===== config.mk =====
export PLATFORM = sky130hd
export DESIGN_NAME = instruction_fetch_unit
export DESIGN_NICKNAME = d
export VERILOG_FILES = /design/src/rtl/instruction_fetch_unit.sv
export SDC_FILE = /design/constraint.sdc
export NUM_CORES = 1
export LEC_CHECK = 0
export CAP_MARGIN = 30
export CORE_MARGIN = 3
export CORE_UTILIZATION = 38
export DETAILED_ROUTE_END_ITERATION = 8
export GPL_TIMING_DRIVEN = 0
export PLACE_DENSITY = 0.68
export SYNTH_ARGS = -nofsm -noshare
export SYNTH_HDL_FRONTEND = slang
export SYNTH_SLANG_ARGS = --single-unit

===== constraint.sdc =====
create_clock -name clk -period 4.2 [get_ports clk]
set_input_delay 0.63 -clock clk [delete_from_list [all_inputs] [get_ports clk]]
set_output_delay 0.63 -clock clk [all_outputs]
set_load 0.02 [all_outputs]

===== src/rtl/instruction_fetch_unit.sv =====
// Fetch stage: holds the PC, fetches one word per req/ack handshake and keeps it
// stable for the datapath until advance, then commits the branch/jump next PC.
module instruction_fetch_unit #(
    parameter logic [31:0] RESET_PC = 32'h0000_0000
) (
    input  logic        clk,
    input  logic        reset,
    output logic [31:0] imem_addr,
    output logic        imem_req,
    input  logic        imem_ack,
    input  logic [31:0] imem_rdata,
    output logic [31:0] instruction,
    output logic        instr_valid,
    output logic [31:0] pc_plus4,
    input  logic        advance,
    input  logic        Branch,
    input  logic        Jump,
    input  logic        JumpReg,
    input  logic        InvZero,
    input  logic        Zero,
    input  logic [31:0] jr_target,
    output logic [1:0]  dbg_state
);

    // Handshake: a fetch completes on a rising edge where imem_req=1 and imem_ack=1;
    // an instruction retires on a rising edge where instr_valid=1 and advance=1.
    typedef enum logic [1:0] {
        S_BOOT  = 2'd0,
        S_FETCH = 2'd1,
        S_ISSUE = 2'd2
    } state_t;

    state_t      state_q, state_d;
    logic [31:0] pc_q, pc_d;
    logic [31:0] instr_q, instr_d;
    logic        valid_q, valid_d;
    logic        req_q, req_d;
    logic [31:0] next_pc;
    logic [31:0] branch_off;

    always_ff @(posedge clk or posedge reset) begin
        if (reset) begin
            state_q <= S_BOOT;
            pc_q    <= RESET_PC;
            instr_q <= 32'h0;
            valid_q <= 1'b0;
            req_q   <= 1'b0;
        end else begin
            state_q <= state_d;
            pc_q    <= pc_d;
            instr_q <= instr_d;
            valid_q <= valid_d;
            req_q   <= req_d;
        end
    end

    assign branch_off = {{14{instr_q[15]}}, instr_q[15:0], 2'b00};

    always_comb begin
        next_pc = pc_plus4;
        if (JumpReg) begin
            next_pc = jr_target & 32'hFFFF_FFFC;
        end else if (Jump) begin
            next_pc = {pc_plus4[31:28], instr_q[25:0], 2'b00};
        end else if (Branch && (Zero ^ InvZero)) begin
            next_pc = pc_plus4 + branch_off;
        end
    end

    always_comb begin
        state_d = state_q;
        pc_d    = pc_q;
        instr_d = instr_q;
        valid_d = valid_q;
        req_d   = req_q;
        case (state_q)
            S_BOOT: begin
                req_d   = 1'b1;
                state_d = S_FETCH;
            end
            S_FETCH: begin
                if (imem_ack) begin
                    instr_d = imem_rdata;
                    valid_d = 1'b1;
                    req_d   = 1'b0;
                    state_d = S_ISSUE;
                end
            end
            S_ISSUE: begin
                if (advance) begin
                    pc_d    = next_pc;
                    valid_d = 1'b0;
                    req_d   = 1'b1;
                    state_d = S_FETCH;
                end
            end
            default: begin
                state_d = S_BOOT;
                req_d   = 1'b0;
                valid_d = 1'b0;
            end
        endcase
    end

    assign imem_addr   = pc_q;
    assign imem_req    = req_q;
    assign instruction = instr_q;
    assign instr_valid = valid_q;
    assign pc_plus4    = pc_q + 32'd4;
    assign dbg_state   = state_q;

endmodule


# Yosys cells after proc, flatten, opt, wreduce, memory -nomap -nowiden
# Cells that the tools add are included.
[totals]
input_bits = 73
word_cells = 31
register_bits = 68
output_inout_bits = 100
[op_classes]
n_eq_ne = 4
reduce_logical = 6
muxes = 12
n_addsub = 2
bitwise = 2
[op_table]
columns = ["op", "count"]
rows = [
  ["two-way mux 32 bit", 3],
  ["adder 32 x 3 -> 32 bit, second input constant", 1],
  ["adder 32 bit", 1],
  ["case mux 1 bit (3 select lines)", 2],
  ["case mux 2 bit (3 select lines)", 1],
  ["AND reduction 2 bit", 3],
  ["two-way mux 1 bit", 4],
  ["two-way mux 2 bit", 2],
  ["inequality test 2 bit, second input constant", 2],
  ["AND reduction 3 bit", 1],
  ["== test 2 x 1 -> 1 bit, second input constant", 1],
  ["== test 2 bit, second input constant", 1],
  ["logical NOT 2 bit", 1],
  ["logical AND 1 bit", 1],
  ["NOT 1 bit", 1],
  ["bitwise XOR 1 bit", 1],
]

# Logic depth before layout (Yosys ltp)
# Gate-level depths: netlist of run 1.
[logic_depth]
word_depth = 5
depth_mapped = 18

# Least setup slack after synthesis of run 1
# No wires, ideal clock.
[synth_path]
path_kind = "flip-flop to flip-flop"
start = "register pc_q[2] (netlist: imem_addr[2])"
end = "register pc_q[30] (netlist: imem_addr[30])"
n_path_buf = 0
setup_ns = 0.082
t_arrival_ns = 3.800
period_less_slack_ns = 3.882
stages_incl_launch_ff = 16
setup_slack_ns = 0.318
path_cell_list = "dfrtp_1 -> ha_1 -> and4_1 -> nand4_1 -> xnor2_1 -> ha_1 -> a21oi_1 -> nor2b_1 -> o21a_1 -> a311o_1 -> a21oi_2 -> o31a_4 -> o21ai_4 -> o221ai_2 -> mux2_1 -> a31oi_1"
[synth_via]
elab_chain_len = 5
[synth_lines]
columns = ["item", "line_no", "text"]
rows = [
  ["start, declared", "34", "logic [31:0] pc_q, pc_d;"],
  ["start signal, assigned", "50", "pc_q <= pc_d;"],
  ["adder 32 x 3 -> 32 bit", "109", "assign pc_plus4 = pc_q + 32'd4;"],
  ["via pc_plus4[10]", "14", "output logic [31:0] pc_plus4,"],
  ["adder 32 bit", "66", "next_pc = pc_plus4 + branch_off;"],
  ["two-way mux 32 bit", "65", "end else if (Branch && (Zero ^ InvZero)) begin"],
  ["two-way mux 32 bit", "63", "end else if (Jump) begin"],
  ["two-way mux 32 bit", "61", "if (JumpReg) begin"],
]
# The timed path passes the listed nets, and every way through them passes these cells.
# A chain may end at the register's enable or synchronous reset.

# Final worst setup path of run 1
[layout_path]
start = "register pc_q[2] (netlist: imem_addr[2])"
end = "register pc_q[31] (netlist: imem_addr[31])"
[layout_via]
elab_chain_len = 5
[layout_lines]
columns = ["item", "line_no"]
rows = [
  ["adder 32 x 3 -> 32 bit (*)", "109"],
  ["adder 32 bit", "66"],
  ["two-way mux 32 bit", "65"],
  ["two-way mux 32 bit (*)", "63"],
  ["two-way mux 32 bit (*)", "61"],
]
# Every way passes the cells marked *; elsewhere a longest branch is shown, timed or not.

==> impl_metrics.py, run 1 <==
metrics = {
    "status": {
        "status": "complete, no violations",
    },
    "min_path": {
        "hold_class": "flop to flop",
        "whs_path_depth": 1,
    },
    "logic_synthesis": {
        "synth-main-ff-cell": "dfrtp_1",
        "synth_edf_count": 0,
        "syn-cell-area_sq_um": 5290,
        "yosysUniqueCellTypes": 62,
        "async_flop_share_pct": 100,
        "syn_area_per_cell_sq_um": 8.53,
        "yosysSeqAreaShare_pct": 30.8,
        "synthCells": 620,
        "yosysWarnings": 0,
        "ys_ff_latch": 65,
    },
    "floorplanning": {
        "ios": 173,
        "die_y_um": 124,
        "dieArea_sq_um": 15400,
        "core_area_sq_um": 13400,
        "dieWidth_um": 124,
        "initial_utilization_pct": 39.4,
        "row_count": 42,
    },
    "global_routing": {
        "grt_usage_pct": 25.2,
        "grt_pass1_wl_um": 29600,
        "grt_pass1_vias": 5517,
        "antenna_found_initial": 0,
        "grt_start_max_net_pins": 66,
        "grt.overflow.total": 0,
    },
    "power_and_ir_drop": {
        "power_density_nw_per_um2": 933,
        "p_int_uw": 3720,
        "clock_power_share_pct": 11.8,
        "pwr-share-comb_pct": 68.7,
        "swShare_pct": 47.7,
        "pwr-share-seq_pct": 19.5,
        "finalPower_uw": 7110,
        "vdd_drop_max_mv": 0.514,
        "power.switching_uw": 3390,
        "p_leak_uw": 0.00317,
    },
    "layout": {
        "syn_to_final_growth_pct": 44.2,
        "layout-drive-gt1-share_pct": 11.1,
        "nets": 910,
        "utilization_pct": 56.9,
        "n_antenna_cell": 0,
    },
    "placed_design": {
        "place.gp.congestion": 0.916,
        "dp_hpwl_um": 14200,
        "port_buffers": 165,
    },
    "timing": {
        "finalMaxSlewViolations": 0,
        "fin_crit_sh_pct": 93.7,
        "final.min_clock_period_ns": 3.93,
        "setup_viol": 0,
        "fin_skew_ns": 0.00629,
        "worst_pin_slew_ns": 0.897,
        "timing.max_slew.rel_slack_pct": 40.2,
        "fmax_mhz": 254,
        "setup_tns_ns": 0,
        "hold_viol": 0,
    },
    "job": {
        "drv_cap": 0,
    },
    "critical_path": {
        "cpMaxStageDelayCell": "dfrtp_2",
        "end_kind": "flop",
        "cp_common_cell": "a21o_1",
        "cp_max_fo": 9,
        "critPathMaxStageDelay_ns": 0.45,
        "path_class": "flop to flop",
        "cp.required_ns": 4.41,
        "cp_cell_sequence": "ha_1 -> and4_2 -> nand4_1 -> buf_4 -> nor3_4 -> nand3_1 -> xnor2_2 -> ha_1 -> clkbuf_1 -> a21o_1 -> a21o_1 -> a21oi_1 -> nand2_1 -> o21ai_1 -> a21o_1 -> a31oi_1 -> a41oi_1 -> nand3_1",
        "cp.arrival_ns": 4.15,
        "startpoint_type": "flop",
        "reg2reg_depth": 18,
    },
    "routing": {
        "vias_per_cell": 5.61,
        "antenna_left": 0,
        "dr.pass1.iters": 5,
        "drt_iter0_markers": 442,
        "finalWirelength_um": 19000,
        "via_count": 5507,
        "drc": 0,
        "wl_per_cell_um": 19.3,
    },
    "clock_tree": {
        "clockRootBuffer": "clkbuf_16",
        "clk_pin_slew_ns": 0.06,
        "cts.htree.levels": 3,
        "clock_path_buffers": 2,
        "insertion_delay_ns": 0.34,
        "clock-sinks": 65,
        "cts-buffers-inserted": 9,
        "tritoncts": "built",
    },
}
==> registers in the layout (all words and copies together), names as in the netlist <==
register and cells:
imem_addr 30, instruction 32, imem_req 1, dbg_state 1
instr_valid 1
==> power groups by stage <==
stage / clock network, uW / logic, uW / registers, uW
2_1_floorplan: 0 / 2820 / 1640
3_3_place_gp: 0 / 4730 / 1360
3_5_place_dp: 0 / 4780 / 1370
4_1_cts: 849 / 4820 / 1360
5_1_grt: 878 / 5340 / 1440
6_report: 841 / 4890 / 1390
==> repair_timing <==
action                                  CTS  global route
hold endpoints to repair                  0             0
pin swaps                                 1             2
resized for setup                         2            21
hold buffers                              0             0
cloned                                    0             0
setup buffers                             1             1
endpoints found under the setup margin    4            10
==> stage by stage <==
step / worst slack [ns] / hold WS (ns) / cells / area [sq um]
floorplan: 0.318 / 0.596 / 623 / 5300
CTS: 0.0102 / 0.509 / 981 / 7520
finish: 0.267 / 0.504 / 981 / 7620
global route: -0.0392 / 0.529 / 981 / 7620
detailed placement: -0.112 / 0.496 / 964 / 7170
global placement: 0.00540 / 0.487 / 964 / 7170
==> cells in the mapped netlist, types with 16 or more instances <==
cell type  number  share of area, %
ha_1           36               8.5
and3_1         16               1.9
nand3_1        22               2.1
mux2_2         32               6.8
xnor2_1        30               5.0
xor2_1         21               3.5
nand2_1        63               4.5
nor2_1         46               3.3
a21oi_1        59               5.6
o21ai_0        53               5.0
clkbuf_1       28               2.0
dfrtp_1        65                31
==> layout make-up <==
type	instances	area, sq um
Buffer	34	148
Clock buffer	10	239
Clock inverter	6	90.1
Fill cell	1205	5780
Inverter	12	47.5
Multi-Input combinational cell	511	3580
Sequential cell	65	1630
Tap cell	176	220
Timing Repair Buffer	167	1670
==> path summary, 6_finish.rpt <==
| kind | startpoint | end | slack, ns |
|---|---|---|---|
| worst min-delay path | instruction[26] | instruction[26] | 0.50 |
| worst min register to register | instruction[26] | instruction[26] | 0.50 |
| max in group asynchronous | reset | imem_addr[2] | 2.81 |
| min in group asynchronous | reset | imem_addr[4] | 0.82 |
| worst max register to register | imem_addr[2] | imem_addr[31] | 0.27 |
| worst max-delay path | imem_addr[2] | imem_addr[31] | 0.27 |
==> kinds of logic after synthesis <==
family | share of synthesized area [%]
flops | 30.8
fa+ha+maj | 8.90
simple gates | 17.1
xor+xnor | 8.76
mux | 7.79
compound gates | 22.9
other cells | 0.0709
buf+inv | 3.72
==> layout by cell type (no fill, tap or decap), drive strengths merged, types with 2 or more instances in the layout <==
| master | netlist | layout |
|---|---|---|
| and4 | 4 | 4 |
| o21bai | 2 | 2 |
| nor3 | 5 | 5 |
| a21boi | 3 | 3 |
| nand4 | 10 | 10 |
| bufinv | 0 | 2 |
| o31ai | 2 | 2 |
| o221ai | 3 | 3 |
| nand3 | 22 | 22 |
| o21a | 9 | 9 |
| nor4 | 2 | 2 |
| inv | 11 | 12 |
| o211ai | 14 | 14 |
| nand2 | 63 | 63 |
| nor2 | 46 | 46 |
| a21o | 6 | 6 |
| and2 | 4 | 4 |
| nand2b | 5 | 5 |
| nor2b | 7 | 7 |
| or3 | 2 | 2 |
| a31oi | 6 | 6 |
| clkdlybuf4s50 | 0 | 165 |
| xor2 | 21 | 21 |
| o21ai | 60 | 60 |
| o311a | 2 | 2 |
| clkbuf | 28 | 37 |
| clkinv | 1 | 3 |
| dfrtp | 65 | 65 |
| mux2i | 4 | 4 |
| nand3b | 3 | 3 |
| conb | 1 | 4 |
| buf | 7 | 9 |
| and3 | 16 | 16 |
| a311oi | 3 | 3 |
| a211oi | 8 | 8 |
| xnor2 | 31 | 31 |
| a221oi | 2 | 2 |
| ha | 36 | 36 |
| a21oi | 61 | 61 |
| mux2 | 33 | 33 |
==> worst max-delay path, delay by kind of cell (launching register included) <==
family | cells | cell delay [ns]
buffers and inverters | 2 | 0.38
and+or+nand+nor | 6 | 0.99
DFF | 1 | 0.45
xor gates and xnor gates | 1 | 0.28
adders and majority gates | 2 | 0.51
AOI/OAI and AO/OA | 7 | 1.21
==> routing by layer <==
layer	global-route usage [%]	part of all wire, %
met3	5.40	7.4
met5	0	0
met1	33.1	44
met2	40.7	46
met4	9.79	2.8
Note: power is estimated with default switching activity, not from simulation.
==> run 2, diff against run 1 <==
Settings changed: REMOVE_ABC_BUFFERS from default to 1.
==> impl_metrics.py, run 2 (same netlist as run 1, synthesis figures left out) <==
metrics = {
    "status": {
        "status": "complete, no violations",
    },
    "critical_path": {
        "cp.arrival_ns": 4.25,
        "path_class": "flop to flop",
        "rr_endpoint": "imem_addr[28]",
        "end_kind": "flop",
        "reg2reg_depth": 18,
        "worstReg2RegStart": "imem_addr[2]",
        "cp_cell_sequence": "ha_1 -> and4_2 -> nand4_1 -> buf_4 -> nor2_2 -> nand3_1 -> xnor2_2 -> ha_1 -> nand2_1 -> o21a_1 -> o21ai_0 -> a21oi_2 -> nor2b_1 -> o21ai_0 -> o311ai_1 -> xor2_1 -> o21ai_0 -> a21oi_1",
        "cp.required_ns": 4.42,
        "critPathMaxStageDelay_ns": 0.44,
        "cp_top_family": "compound AO/OA/AOI/OAI gates",
        "r2r_slack_ns": 0.17,
        "cp_max_fo": 7,
        "path_buf_inv": 1,
        "cpMaxStageDelayCell": "dfrtp_2",
        "cp_common_cell": "o21ai_0",
        "startpoint_type": "flop",
    },
    "timing": {
        "final.min_clock_period_ns": 4.03,
        "timing.max_slew.rel_slack_pct": 35.3,
        "setup_viol": 0,
        "holdWs_ns": 0.506,
        "worst_pin_slew_ns": 0.970,
        "fmax_mhz": 248,
        "rsz0062_at_grt": "yes",
        "setup_tns_ns": 0,
        "fin_crit_sh_pct": 96.0,
        "hold_viol": 0,
        "fin_skew_ns": 0.00697,
        "finalMaxSlewViolations": 0,
    },
    "power_and_ir_drop": {
        "vdd_drop_max_mv": 0.447,
        "pwr-share-seq_pct": 19.4,
        "power_density_nw_per_um2": 948,
        "p_int_uw": 3800,
        "power.switching_uw": 3440,
        "p_leak_uw": 0.00317,
        "clock_power_share_pct": 12.6,
        "finalPower_uw": 7230,
        "pwr-share-comb_pct": 68.0,
        "swShare_pct": 47.5,
    },
    "clock_tree": {
        "clock-sinks": 65,
        "cts.htree.levels": 3,
        "tritoncts": "built",
        "clk_pin_slew_ns": 0.06,
        "cts-buffers-inserted": 9,
        "clock_path_buffers": 2,
        "insertion_delay_ns": 0.34,
        "clockRootBuffer": "clkbuf_16",
    },
    "layout": {
        "nets": 880,
        "largest_register_ffs": 32,
        "regArea_sq_um": 1630,
        "final_common_cell": "clkdlybuf4s50_1",
        "final_cell_mix": "clkdlybuf4s50_1, nand2_1, dfrtp_1, a21oi_1, o21ai_0",
        "multi_input_area_sq_um": 3620,
        "n_antenna_cell": 0,
        "syn_to_final_growth_pct": 44.3,
        "fill_cells": 1227,
        "layout-drive-gt1-share_pct": 12.1,
    },
    "min_path": {
        "holdCritStartpoint": "instruction[31]",
        "hold_end": "instruction[31]",
        "whs_path_depth": 1,
        "hold_class": "flop to flop",
    },
    "global_routing": {
        "grt_pass1_wl_um": 28300,
        "grt.overflow.total": 0,
        "grt_pass1_vias": 5414,
        "antenna_found_initial": 0,
        "grt_usage_pct": 23.6,
        "grt_start_max_net_pins": 66,
    },
    "floorplanning": {
        "initial_utilization_pct": 39.4,
        "dieArea_sq_um": 15400,
        "row_count": 42,
        "dieWidth_um": 124,
        "core_area_sq_um": 13400,
        "die_y_um": 124,
        "ios": 173,
    },
    "routing": {
        "drt_iter0_markers": 321,
        "dr.pass1.iters": 5,
        "antenna_left": 0,
        "via_count": 5324,
        "drc": 0,
        "wl_per_cell_um": 19.1,
        "vias_per_cell": 5.60,
        "finalWirelength_um": 18200,
    },
    "placed_design": {
        "dp_hpwl_um": 13400,
        "port_buffers": 166,
        "place.gp.congestion": 0.865,
    },
    "job": {
        "drv_cap": 0,
    },
}
[run 2: cell types whose count changed in the layout (fill, tap and decap cells not counted), sizes merged]
cell | previous run | this run
bufinv | 2 | 3
clkbuf | 37 | 10
inv | 12 | 11
buf | 9 | 6
[run 2: stage by stage]
| stage | worst slack [ns] | utilization [%] | std cells | instance area (sq um) |
|---|---|---|---|---|
| floorplan | 0.318 | - | 588 | 5150 |
| global placement | -0.0469 | 52.4 | 930 | 7030 |
| detailed placement | -0.125 | 53.2 | 934 | 7130 |
| CTS | 0.0241 | 56.1 | 951 | 7520 |
| global route | -0.0449 | 56.9 | 951 | 7630 |
| finish | 0.169 | 56.9 | 951 | 7630 |
[run 2: repair_timing]
item	4_1_cts	5_1_grt
endpoints found under the hold margin	0	0
setup endpoints to repair	4	11
hold buffers	0	0
resized for setup	6	23
buffers inserted	1	0
pin swaps	1	1
[run 2: metal layers]
| metal | track usage, % | routed length, um | vias up | part of all wire [%] |
|---|---|---|---|---|
| met2 | 39.2 | 8710 | 163 | 48 |
| met5 | 0 | 0 | - | 0 |
| met1 | 31.6 | 8070 | 2593 | 44 |
| met4 | 7.32 | 300 | 0 | 1.7 |
| li1 | - | - | 2549 | - |
| met3 | 3.95 | 1090 | 19 | 6.0 |
[run 2: cell type report]
type	count	share of cell area (%)
inverters	12	0.623
repair buffers	171	23.1
flip-flops and latches	65	21.4
multi-input cells	511	47.4
well taps	176	2.89
clock inverters	6	1.51
clock buffers	10	3.13
[run 2: worst max-delay path by stage]
stage | depth (start not counted) | start | slack [ns] | to
final | 18 | imem_addr[2] | 0.17 | imem_addr[28]
after global routing | 18 | imem_addr[2] | -0.04 | imem_addr[28]
after CTS | 18 | imem_addr[2] | 0.02 | imem_addr[28]
after detailed placement | 17 | imem_addr[2] | -0.13 | imem_addr[31]
after global placement | 17 | imem_addr[2] | -0.05 | imem_addr[31]
after floorplan | 15 | imem_addr[2] | 0.32 | imem_addr[30]
[run 2: worst register-to-register path: stages, from the launching register on]
cell and delay, ns:
dfrtp_2 0.44, ha_1 0.23, and4_2 0.33, nand4_1 0.20
buf_4 0.21, nor2_2 0.16, nand3_1 0.14, xnor2_2 0.29
ha_1 0.37, nand2_1 0.10, o21a_1 0.13, o21ai_0 0.13
a21oi_2 0.25, nor2b_1 0.07, o21ai_0 0.16, o311ai_1 0.15
xor2_1 0.17, o21ai_0 0.26, a21oi_1 0.11
[run 2: power by group through the flow]
stage,Sequential [uW],Clock (uW),Combinational [uW]
floorplan,1650,0,2780
global placement,1360,0,4710
detailed placement,1380,0,4800
CTS,1380,923,4860
global route,1460,939,5360
finish,1400,909,4920
